`src/rtl/cpu_pkg.sv`:
```
// Shared definitions for the control unit and the branch/PC sequencer:
// sequencer state encoding, PC next-value selector, widths and condition codes.
package cpu_pkg;

    localparam int DATA_W_DEFAULT = 32;
    localparam logic [DATA_W_DEFAULT-1:0] RESET_PC_DEFAULT = '0;

    // Branch sequencer states; IDLE must stay at encoding zero so a cleared
    // state register is always a legal idle machine.
    typedef enum logic [2:0] {
        ST_IDLE   = 3'd0,
        ST_STROBE = 3'd1,
        ST_WAIT   = 3'd2,
        ST_UPDATE = 3'd3,
        ST_DONE   = 3'd4
    } seq_state_t;

    // Selects which next-value source the PC register takes this cycle.
    typedef enum logic [1:0] {
        PC_HOLD = 2'd0,
        PC_LOAD = 2'd1,
        PC_INC  = 2'd2,
        PC_ADD  = 2'd3
    } pc_sel_t;

    // Branch condition codes driven by the control unit to the condition flip-flop.
    localparam logic [1:0] CC_ZERO     = 2'd0;
    localparam logic [1:0] CC_NONZERO  = 2'd1;
    localparam logic [1:0] CC_POSITIVE = 2'd2;
    localparam logic [1:0] CC_NEGATIVE = 2'd3;

    // States in which a branch is in flight (busy asserted).
    function automatic logic is_busy_state(input seq_state_t s);
        return (s == ST_STROBE) || (s == ST_WAIT) || (s == ST_UPDATE);
    endfunction

endpackage

```
`src/rtl/pc_reg.sv`:
```
// Program counter register: async active-low clear, next-value mux
// (hold / absolute load / increment / add offset) and a single write enable.
module pc_reg
    import cpu_pkg::*;
#(
    parameter int                DATA_W   = DATA_W_DEFAULT,
    parameter logic [DATA_W-1:0] RESET_PC = '0
) (
    input  logic              clock,
    input  logic              clear,
    input  pc_sel_t           i_sel,
    input  logic [DATA_W-1:0] i_load_val,
    input  logic [DATA_W-1:0] i_offset,
    output logic [DATA_W-1:0] o_pc
);

    localparam logic [DATA_W-1:0] ONE = {{(DATA_W-1){1'b0}}, 1'b1};

    logic [DATA_W-1:0] r_pc;
    logic [DATA_W-1:0] w_pc_next;
    logic              w_pc_we;

    // Choose the next PC value; addition wraps modulo 2^DATA_W.
    always_comb begin
        // NOTE: defaults first so every path assigns both outputs; no latch is inferred.
        w_pc_next = r_pc;
        w_pc_we   = 1'b0;
        unique case (i_sel)
            PC_LOAD: begin
                w_pc_next = i_load_val;
                w_pc_we   = 1'b1;
            end
            PC_INC: begin
                w_pc_next = r_pc + ONE;
                w_pc_we   = 1'b1;
            end
            PC_ADD: begin
                w_pc_next = r_pc + i_offset;
                w_pc_we   = 1'b1;
            end
            default: begin
                w_pc_next = r_pc;
                w_pc_we   = 1'b0;
            end
        endcase
    end

    // PC storage with asynchronous clear to the reset vector.
    always_ff @(posedge clock or negedge clear) begin
        // NOTE: non-blocking assignments so every flop samples pre-edge values.
        if (!clear) begin
            r_pc <= RESET_PC;
        end else if (w_pc_we) begin
            r_pc <= w_pc_next;
        end
    end

    assign o_pc = r_pc;

endmodule

```
`src/rtl/branch_pc_sequencer.sv`:
```
// Branch/PC sequencer: holds the PC, services increment and absolute load
// from the control unit, and runs conditional branches through the
// condition flip-flop (strobe, settle, sample, update, done).
module branch_pc_sequencer
    import cpu_pkg::*;
#(
    parameter int                DATA_W   = DATA_W_DEFAULT,
    parameter logic [DATA_W-1:0] RESET_PC = '0
) (
    input  logic              clock,
    input  logic              clear,
    input  logic              br_start,
    input  logic [DATA_W-1:0] br_offset,
    output logic              con_en,
    input  logic              con_in,
    input  logic              pc_inc,
    input  logic              pc_load,
    input  logic [DATA_W-1:0] pc_load_val,
    output logic [DATA_W-1:0] pc_out,
    output logic              busy,
    output logic              br_done,
    output logic              br_taken
);

    seq_state_t        r_state;
    logic [DATA_W-1:0] r_offset;
    logic              r_br_done;
    logic              r_br_taken;

    logic              w_idle;
    logic              w_accept_load;
    logic              w_accept_br;
    logic              w_accept_inc;
    pc_sel_t           w_pc_sel;

    // Request arbitration: only IDLE listens, load beats branch beats increment.
    assign w_idle        = (r_state == ST_IDLE);
    assign w_accept_load = w_idle && pc_load;
    assign w_accept_br   = w_idle && !pc_load && br_start;
    assign w_accept_inc  = w_idle && !pc_load && !br_start && pc_inc;

    // PC source select; con_in only matters in UPDATE.
    always_comb begin
        w_pc_sel = PC_HOLD;
        if (w_accept_load) begin
            w_pc_sel = PC_LOAD;
        end else if (w_accept_inc) begin
            w_pc_sel = PC_INC;
        end else if ((r_state == ST_UPDATE) && con_in) begin
            w_pc_sel = PC_ADD;
        end
    end

    // Branch FSM with its registered offset, done pulse and taken result.
    always_ff @(posedge clock or negedge clear) begin
        if (!clear) begin
            r_state    <= ST_IDLE;
            r_offset   <= '0;
            r_br_done  <= 1'b0;
            r_br_taken <= 1'b0;
        end else begin
            r_br_done <= 1'b0;
            unique case (r_state)
                ST_IDLE: begin
                    if (w_accept_br) begin
                        r_offset <= br_offset;
                        r_state  <= ST_STROBE;
                    end
                end
                ST_STROBE: r_state <= ST_WAIT;
                // One full cycle for the condition flip-flop to settle.
                ST_WAIT:   r_state <= ST_UPDATE;
                ST_UPDATE: begin
                    r_br_taken <= con_in;
                    r_br_done  <= 1'b1;
                    r_state    <= ST_DONE;
                end
                ST_DONE:   r_state <= ST_IDLE;
                default:   r_state <= ST_IDLE;
            endcase
        end
    end

    pc_reg #(
        .DATA_W   (DATA_W),
        .RESET_PC (RESET_PC)
    ) u_pc_reg (
        .clock      (clock),
        .clear      (clear),
        .i_sel      (w_pc_sel),
        .i_load_val (pc_load_val),
        .i_offset   (r_offset),
        .o_pc       (pc_out)
    );

    // Strobe and busy decode straight from the state register.
    assign con_en   = (r_state == ST_STROBE);
    assign busy     = is_busy_state(r_state);
    assign br_done  = r_br_done;
    assign br_taken = r_br_taken;

endmodule

```
`config.mk`:
```
export PLATFORM = sky130hd
export DESIGN_NAME = branch_pc_sequencer
export DESIGN_NICKNAME = d
export VERILOG_FILES = /design/src/rtl/cpu_pkg.sv /design/src/rtl/pc_reg.sv /design/src/rtl/branch_pc_sequencer.sv
export SDC_FILE = /design/constraint.sdc
export NUM_CORES = 1
export LEC_CHECK = 0
export CORE_ASPECT_RATIO = 0.75
export CORE_MARGIN = 2
export CORE_UTILIZATION = 40
export DETAILED_ROUTE_END_ITERATION = 7
export PLACE_DENSITY = 0.7
export REMOVE_ABC_BUFFERS = 1
export SLEW_MARGIN = 20
export SYNTH_ARGS = -nofsm -noshare
export SYNTH_HDL_FRONTEND = slang
export SYNTH_SLANG_ARGS = --single-unit
```
`constraint.sdc`:
```
create_clock -name clock -period 7.4 [get_ports clock]
set_input_delay 1.48 -clock clock [delete_from_list [all_inputs] [get_ports clock]]
set_output_delay 1.48 -clock clock [all_outputs]
set_load 0.005 [all_outputs]
```
==> results.md <==
- Result of the run: complete, no violations
- Overall power: 0.00237 W
- Master cell of the clock root buffer: sky130_fd_sc_hd__clkbuf_16
- Share of synthesized area spent on multiplexers: 8.80%
- Dominant register cell in the synthesized netlist: sky130_fd_sc_hd__dfrtp_1
- Clock tree from TritonCTS: built
- Total Wirelength: between 10000 and 15000 um
- Level count of the clock H-tree: 3
- Post-Synth XOR/XNOR Area: 3.79%
- Number of nets still failing antenna checks after routing: 0
- Proportion of layout cells with a drive suffix above 1: 11.0%
- Floorplan Core Area: 11700 sq um
- Worst IR Drop VDD: between 0.0002 and 0.00025 V
- Buffer count from post-CTS setup fixing: 0
- Area of the die: 13000 sq um
- Adder-cell share of the synthesized area: around 8.4%
- Die height: just under 100 um
- Sequential cell area fraction in the yosys report: 35.6%
- Worst path most repeated cell: sky130_fd_sc_hd__a21oi_1
- Clock-pin slew reported for the worst setup and hold paths after clock tree synthesis: about 0.060 ns
- Compound-cell area share of the yosys netlist: 20.5%
- Number of buffers created by CTS: 9
- Minimum setup slack in the final design: about 3.2 ns
- Die Width: ~130 um
- Signal arrival time at the worst endpoint: 4.43 ns
- Share of async-settable or async-resettable flops after synthesis: 100%
- Worst Max-Slew Pin Slew: 0.941 ns
- Global Route Usage Sum: 21.4%
- Critical-path cell with the highest stage delay: sky130_fd_sc_hd__buf_2
- DR WL/cell: 17.1 um
- Post-synthesis to final-layout area growth: 30.1%
- Area post-placement: between 6000 and 7000 sq um
- Design Area, Final: 6310 sq um
- Total instance count after detailed placement: between 700 and 800
- Number of max-capacitance violations reported: 0
- Syn avg cell area: approximately 9.0 sq um
- Crit-path cells: buf_2, and2_1, nand2b_1, ha_1, fa_1, a21oi_1, o21a_1, o21ai_1, a21oi_1, o21ai_0, and4b_1, or3_1
- Net total in the final layout: between 700 and 800
- Highest attainable clock frequency: between 200 and 250 MHz
- Drt first pass iters: 4
- Worst-Skew Late Latency: 0.34 ns
- Number of synthesized register bits: 69
- Worst Setup Slack post-DPL: approximately 2.1 ns
- Critical Path End Type: flop
- Count of distinct cell types in the synthesized netlist: 61
- Number of hold buffers added after cts: 0
- Commonest cells in the synthesized netlist: sky130_fd_sc_hd__dfrtp_1 (69), sky130_fd_sc_hd__nand2_1 (62), sky130_fd_sc_hd__a21oi_1 (47)
- Clock Skews: between 0.007 and 0.008 ns
- Mean number of vias per cell: around 5.6
- Cell type with the largest total area after synthesis: sky130_fd_sc_hd__dfrtp_1
- Type of origin of the critical path: primary input
- Synthesized-area fraction occupied by and/or/nand/nor cells: about a fifth
- Area used by sequential logic in the layout: 1730 sq um
- Largest net degree at the start of global routing: 70
- Total overflow reported by the global router: 0
- Cell area after synthesis: just under 5000 sq um
- Slew margin rel.: between 30% and 40%
- Required arrival time at the worst endpoint: ~7.6 ns
- Area occupied by multi-input gates: slightly below 3000 sq um
- Delay of the slowest critical-path stage: between 0.4 and 0.5 ns
- Most frequent cell after synthesis: sky130_fd_sc_hd__dfrtp_1
- Antenna violations before repair: 0
- Largest family of logic cells by synthesized area: compound AO/OA/AOI/OAI gates
- Largest cells by area after synthesis: sky130_fd_sc_hd__dfrtp_1 (36%), sky130_fd_sc_hd__ha_1 (8.0%), sky130_fd_sc_hd__mux2_2 (7.7%)
- Yosys warns: 0
- Number of gates resized after CTS: 0
- Initial standard-cell utilization of the core: between 40% and 50%
- Unrepaired setup endpoints after global routing: no
- Number of enable-type register cells in the synthesized netlist: 0
- Port Buf Inserts: between 100 and 150
- Share of the clock period used by the worst path after layout: about 57%
- Count of routing violations after the opening detailed-route iteration: about 220
- DR vias: 4469
- Drc violations: 0
- Final critical-path required period: 4.22 ns
- Cell count after synthesis: around 540
- Number of buffers on the longest clock path: 2
- Setup violators final: 0
- Number of max-slew violations in the final report: 0
- Setup tns final: 0 ns
- Power per Cell Area: around 380 nW/um^2
- Top-area cell type share of the netlist area: a little over a third
- Cell leakage power: around 2.8 nW
- Start-to-end type of the worst setup path: in -> reg
- First-pass GRT wire length: 22600 um
- Routability cong.: 0.907
- Number of placement rows: 34
- Crit path max fanout: 33
- Final antenna diode count: 0
- Half-perimeter wire length of the detailed placement result: roughly 9700 um
- Number of top-level design ports: roughly 110
- Clk sink count: 69
- Count of fill cells added during filler insertion: ~1000
- Class of the tightest hold or removal check: reg -> reg
- Non-Filler Instances: roughly 800
- Hold violation total from the final report: 0
- Vias in the first global route: between 4000 and 5000
flip-flops by register name, indices dropped and copies added (netlist names):
signal and cells:
br_taken 1, r_offset 32, br_done 1, u_pc_reg.o_pc 32, r_state 3
routing by layer:
metal,share of wire (%),track usage [%]
met5,0,0
met4,1.4,5.43
met3,5.3,5.25
met2,43,33.1
met1,50,30.4
power breakdown:
group | total, W | switching, W | leakage (nW) | internal [W]
logic | 0.00123 | 0.000621 | 1.83 | 0.000609
registers | 0.000714 | 0.000145 | 0.828 | 0.000569
clock network | 0.000430 | 0.000168 | 0.140 | 0.000262
total | 0.00237 | 0.000934 | 2.79 | 0.00144
worst paths after layout:
| path | startpoint | end | slack, ns | depth (start not counted) |
|---|---|---|---|---|
| setup / recovery | con_in | u_pc_reg.o_pc[16]$_DFFE_PN0P_ | 3.18 | 12 |
| hold / removal | r_offset[9]$_DFFE_PN0P_ | r_offset[9]$_DFFE_PN0P_ | 0.50 | 1 |
| setup reg to reg | r_state[2]$_DFFE_PN0P_ | u_pc_reg.o_pc[16]$_DFFE_PN0P_ | 3.74 | 14 |
| hold reg to reg | r_offset[9]$_DFFE_PN0P_ | r_offset[9]$_DFFE_PN0P_ | 0.50 | 1 |
| max in group asynchronous | clear | r_offset[19]$_DFFE_PN0P_ | 5.48 | 2 |
| min in group asynchronous | clear | br_taken$_DFFE_PN0N_ | 1.35 | 2 |
worst max-delay path: cells and delay by family:
family | cells | cell delay, ns
compound gates | 5 | 1.01
simple gates | 4 | 0.86
fa+ha+maj | 2 | 0.62
buf+inv | 1 | 0.45
area by class of cell:
type	instances	area share, %
timing repair buffer	111	17.2
inverter	7	0.417
multi-input combinational	432	47.1
clock buffer	11	3.69
clock inverter	5	0.952
sequential	69	27.4
tap	162	3.21
metrics by stage:
step | util [%] | hold slack, ns
global route | 53.9 | 0.513
CTS | 53.9 | 0.502
floorplan | - | 0.470
global placement | 51.4 | 0.481
detailed placement | 51.4 | 0.490
finish | 53.9 | 0.500
cells by family (layout without fill, tap and decap cells):
group	count (synthesis)	count (layout)
muxes	38	38
buffers and inverters	36	134
and+or+nand+nor	187	187
xor gates and xnor gates	21	21
AOI/OAI and AO/OA	154	154
adders and majority gates	32	32
DFF	69	69
layout by cell type, fill, tap and decap left out, types with 9 or more instances in the layout:
cell type	instances
sky130_fd_sc_hd__nand3_1	16
sky130_fd_sc_hd__dfrtp_1	69
sky130_fd_sc_hd__a21o_1	10
sky130_fd_sc_hd__o21ai_0	27
sky130_fd_sc_hd__nor2_1	27
sky130_fd_sc_hd__mux2_2	33
sky130_fd_sc_hd__clkbuf_16	9
sky130_fd_sc_hd__nand2_1	62
sky130_fd_sc_hd__a21oi_1	47
sky130_fd_sc_hd__a22oi_1	13
sky130_fd_sc_hd__clkdlybuf4s50_1	103
sky130_fd_sc_hd__and3_1	39
sky130_fd_sc_hd__ha_1	31
sky130_fd_sc_hd__xnor2_1	14
Power figures use the tool's default switching activity.
